[src/rtl/proc_control_unit.sv]
// Multi-cycle control unit for the 16-bit datapath: fetch, decode, and sequence
// mv/mvi in one cycle after fetch and ALU ops in three (A load, G load, write back).
module proc_control_unit #(
  parameter int CNT_W = 16
) (
  input  logic             clock,
  input  logic             reset,
  input  logic             run,
  input  logic [15:0]      data_in,
  output logic [7:0]       reg_in,
  output logic             a_load,
  output logic             g_load,
  output logic [3:0]       bus_sel,
  output logic [2:0]       alu_op,
  output logic             done,
  output logic             busy,
  output logic [8:0]       ir,
  output logic [CNT_W-1:0] instr_count
);

  typedef enum logic [1:0] {
    S_IDLE = 2'd0,
    S_T1   = 2'd1,
    S_T2   = 2'd2,
    S_T3   = 2'd3
  } state_e;

  localparam logic [2:0] OP_MV  = 3'b000;
  localparam logic [2:0] OP_MVI = 3'b001;
  localparam logic [3:0] SEL_DIN = 4'd8;
  localparam logic [3:0] SEL_G   = 4'd9;

  state_e           state_q, state_d;
  logic [8:0]       ir_q, ir_d;
  logic [CNT_W-1:0] cnt_q, cnt_d;

  logic [2:0] opcode;
  logic [2:0] rx;
  logic [2:0] ry;
  logic [7:0] rx_onehot;

  assign opcode    = ir_q[8:6];
  assign rx        = ir_q[5:3];
  assign ry        = ir_q[2:0];
  assign rx_onehot = 8'b0000_0001 << rx;

  always_ff @(posedge clock or negedge reset) begin
    if (!reset) begin
      state_q <= S_IDLE;
      ir_q    <= '0;
      cnt_q   <= '0;
    end else begin
      state_q <= state_d;
      ir_q    <= ir_d;
      cnt_q   <= cnt_d;
    end
  end

  always_comb begin
    state_d = state_q;
    ir_d    = ir_q;
    reg_in  = '0;
    a_load  = 1'b0;
    g_load  = 1'b0;
    bus_sel = '0;
    alu_op  = '0;
    done    = 1'b0;
    unique case (state_q)
      S_IDLE: begin
        if (run) begin
          ir_d    = data_in[8:0];
          state_d = S_T1;
        end
      end
      S_T1: begin
        if (opcode == OP_MV || opcode == OP_MVI) begin
          bus_sel = (opcode == OP_MVI) ? SEL_DIN : {1'b0, ry};
          reg_in  = rx_onehot;
          done    = 1'b1;
          state_d = S_IDLE;
        end else begin
          bus_sel = {1'b0, rx};
          a_load  = 1'b1;
          state_d = S_T2;
        end
      end
      S_T2: begin
        // Ry still drives the bus for 'not'; the ALU simply ignores it.
        bus_sel = {1'b0, ry};
        alu_op  = opcode;
        g_load  = 1'b1;
        state_d = S_T3;
      end
      S_T3: begin
        bus_sel = SEL_G;
        reg_in  = rx_onehot;
        done    = 1'b1;
        state_d = S_IDLE;
      end
      default: state_d = S_IDLE;
    endcase
  end

  assign cnt_d = done ? cnt_q + CNT_W'(1) : cnt_q;

  assign busy        = (state_q != S_IDLE);
  assign ir          = ir_q;
  assign instr_count = cnt_q;

endmodule
[config.mk]
export PLATFORM = sky130hd
export DESIGN_NAME = proc_control_unit
export DESIGN_NICKNAME = d
export VERILOG_FILES = /design/src/rtl/proc_control_unit.sv
export SDC_FILE = /design/constraint.sdc
export NUM_CORES = 1
export LEC_CHECK = 0
export ABC_AREA = 1
export BUFFER_PORTS_ARGS = -buffer_cell sky130_fd_sc_hd__buf_2
export CORE_MARGIN = 3
export CORE_UTILIZATION = 25
export CTS_CLUSTER_DIAMETER = 200
export DETAILED_ROUTE_END_ITERATION = 10
export PLACE_DENSITY = 0.47
export SLEW_MARGIN = 40
export SYNTH_ARGS = -nofsm -noshare
export SYNTH_HDL_FRONTEND = slang
export SYNTH_SLANG_ARGS = --single-unit
export TNS_END_PERCENT = 5
[constraint.sdc]
create_clock -name clock -period 1.7 [get_ports clock]
set_input_delay 0.51 -clock clock [delete_from_list [all_inputs] [get_ports clock]]
set_output_delay 0.51 -clock clock [all_outputs]
set_load 0.02 [all_outputs]
==> out/qor.yml <==
rsz0062_at_grt: "true"
critPathLaunchType: "flip-flop"
slew_violations: 0
seq_power_share_pct: 29.6
place.gp.congestion: 0.802
fin_nets: 264
synth_edf_count: 0
final_area_mm2: 0.00205
internal_power_uw: 1770
clkTransAtPathRegs_ns: 0.10
cts.sinks: 27
leakagePower_uw: 0.00105
grt_pass1_wl_um: 6250
ios: 63
swShare_pct: 49.1
antenna_found_initial: 0
finalClockSkew_ns: 0.00830
dp_slack_ns: -0.00811
synth_async_sr_flop_share_pct: 100
grt_overflow: 0
syn_area_mm2: 0.00141
synth_nets: 197
cts_tree: "yes"
slowest_stage: "dfrtp_2"
routed_wirelength_um: 3660
ys.flop_type: "dfrtp_1"
timing.fmax_mhz: 499
placed_area_mm2: 0.00190
slew_headroom_pct: 76.4
viasPerCell: 4.16
p_clk_share_pct: 11.0
pwr_density_cell_mw_per_mm2: 1700
syn2layout_area_growth_pct: 45.3
end_kind: "output pin"
die_y_um: 81.1
postRouteAntennaNets: 0
fin_ws_ns: -0.304
vias: 1302
dieArea_mm2: 0.00658
p_sw_uw: 1700
root_buffer: "clkbuf_8"
outcome: "complete, but fails checks"
period_needed_ns: 2.00
critPathKind: "reg2out"
numCtsBuffers: 3
cts.path.max_buffers: 2
num_rows: 26
synth_cell_type_count: 23
dpl.hpwl_um: 2910
drt-wirelength-per-cell_um: 11.7
violations: "setup timing"
arrival_ns: 1.49
grt_usage_pct: 12.1
final_core_util_pct: 38.9
hold_path_class: "in2async"
num_antenna_cells: 0
max-vdd-ir-drop_uv: 654
drc: 0
first_global_vias: 1336
firstDrtPassIters: 4
initial_core_util_pct: 26.8
portBuffers: 55
syn_inst: 177
path_cells: "inv_2, nand2_4, nand2_4, nand2_2, or2_4, nor2_4, buf_6"
drive_above_1_share_pct: 40.3
die_x_um: 81.1
ys_seq_elements: 27
setup_viol: 18
max_cap_violations: 0
drt_iter0_drc: 27
syn_area_per_cell_um2: 7.97
core-area_mm2: 0.00527
grt_start_max_net_pins: 16
min_period_over_period_pct: 118
critical_path.most_common_cell: "nand2_4"
synth_seq_area_share_pct: 47.9
hold_violations: 0
worst_pin_slew_ns: 0.351
cts.htree.levels: 1
critPathRequiredTime_ns: 1.19
comb_power_share_pct: 59.4
slowest_delay_ns: 0.42
clock_latency_ns: 0.28
cp_max_fo: 4
cts_setup_buffers: 0
yosys_warnings: 0
finalSetupTns_ns: -3.65
==> synth_stat cells (4+ instances only) <==
cell type	n	area, um^2
a21oi_1	7	35.0
nand3_1	6	30.0
dfrtp_1	27	676
o21ai_0	5	25.0
nand2_1	46	173
nor2_1	29	109
xor2_1	9	78.8
nand2_2	4	25.0
mux2_2	4	45.0
inv_1	23	86.3
==> worst paths after layout <==
check                          startpoint              end  slack, ns  cells past startpoint
max                                 ir[8]        reg_in[2]      -0.30                      7
min                                 reset            ir[2]       0.08                      1
max reg2reg                         ir[8]  instr_count[14]       0.17                     11
min reg2reg                instr_count[3]   instr_count[3]       0.51                      1
max in group asynchronous           reset   instr_count[5]       1.18                      2
min in group clock             data_in[2]            ir[2]       0.45                      2
==> registers in the layout, indices dropped and copies added (netlist names), named ones only <==
register,count
instr_count,16
ir,9
state_q,1
==> layer usage <==
| layer | part of all wire, % | GRT usage (%) |
|---|---|---|
| met5 | 0 | 0 |
| met4 | 0.68 | 3.55 |
| met3 | 4.9 | 2.22 |
| met2 | 44 | 18.5 |
| met1 | 51 | 17.3 |
==> cell usage in the layout, fill, tap and decap left out, types with 2 or more instances in the layout <==
master    count
dfrtp_2       2
nand2_2       2
inv_2         3
inv_1        21
xor2_1        9
buf_6        11
clkbuf_8      3
o21ai_0       5
nand3_1       6
buf_2        43
nor2_4       10
mux2_2        4
dfrtp_1      25
nand2_1      45
buf_4        10
nand2_4       2
a21oi_1       6
xnor2_1       2
nor2_1       21
nor3_1        2
==> logic make-up (layout without fill, tap and decap cells) <==
| logic type | after synthesis | in the layout | synth area share [%] |
|---|---|---|---|
| DFF | 27 | 27 | 47.9 |
| xor gates and xnor gates | 11 | 11 | 6.83 |
| adders and majority gates | 1 | 1 | 0.887 |
| and+or+nand+nor | 94 | 94 | 28.8 |
| buffers and inverters | 28 | 94 | 8.07 |
| AOI/OAI and AO/OA | 12 | 12 | 4.26 |
| muxes | 4 | 4 | 3.19 |
==> worst max-delay path, delay by kind of cell, from the launching register on <==
kind,cells,cell delay (ns)
buffers and inverters,2,0.19
flip-flops,1,0.42
AND/OR/NAND/NOR,5,0.59
==> area by class of cell <==
| cell class | count | area [um^2] |
|---|---|---|
| Tap cell | 70 | 87.6 |
| Timing Repair Buffer | 64 | 414 |
| Clock buffer | 3 | 41.3 |
| Multi-Input combinational cell | 122 | 717 |
| Clock inverter | 1 | 5.00 |
| Inverter | 26 | 105 |
| Sequential cell | 27 | 678 |
| Fill cell | 575 | 3220 |
==> power groups by stage <==
stage | Clock [uW] | Sequential (uW) | Combinational, uW
after floorplan | 0 | 1220 | 1040
after global placement | 0 | 1040 | 1880
after detailed placement | 0 | 1040 | 1890
after CTS | 400 | 1030 | 2010
after global routing | 420 | 1070 | 2270
final | 383 | 1030 | 2060
==> stage by stage <==
step / total power, uW / cells / hold slack, ns
2_1_floorplan: 2260 / 177 / 0.214
5_1_grt: 3760 / 313 / 0.0734
4_1_cts: 3440 / 313 / 0.0772
3_5_place_dp: 2930 / 309 / 0.390
3_3_place_gp: 2920 / 309 / 0.392
6_report: 3470 / 313 / 0.0770
==> what timing repair did <==
action                     in CTS  in global routing
hold buffers                    0                  0
gates resized for setup        23                  7
pin swaps                       2                  3
cloned                          0                  0
setup endpoints to repair      18                 19
No activity file was read; power rests on OpenSTA's default activity.
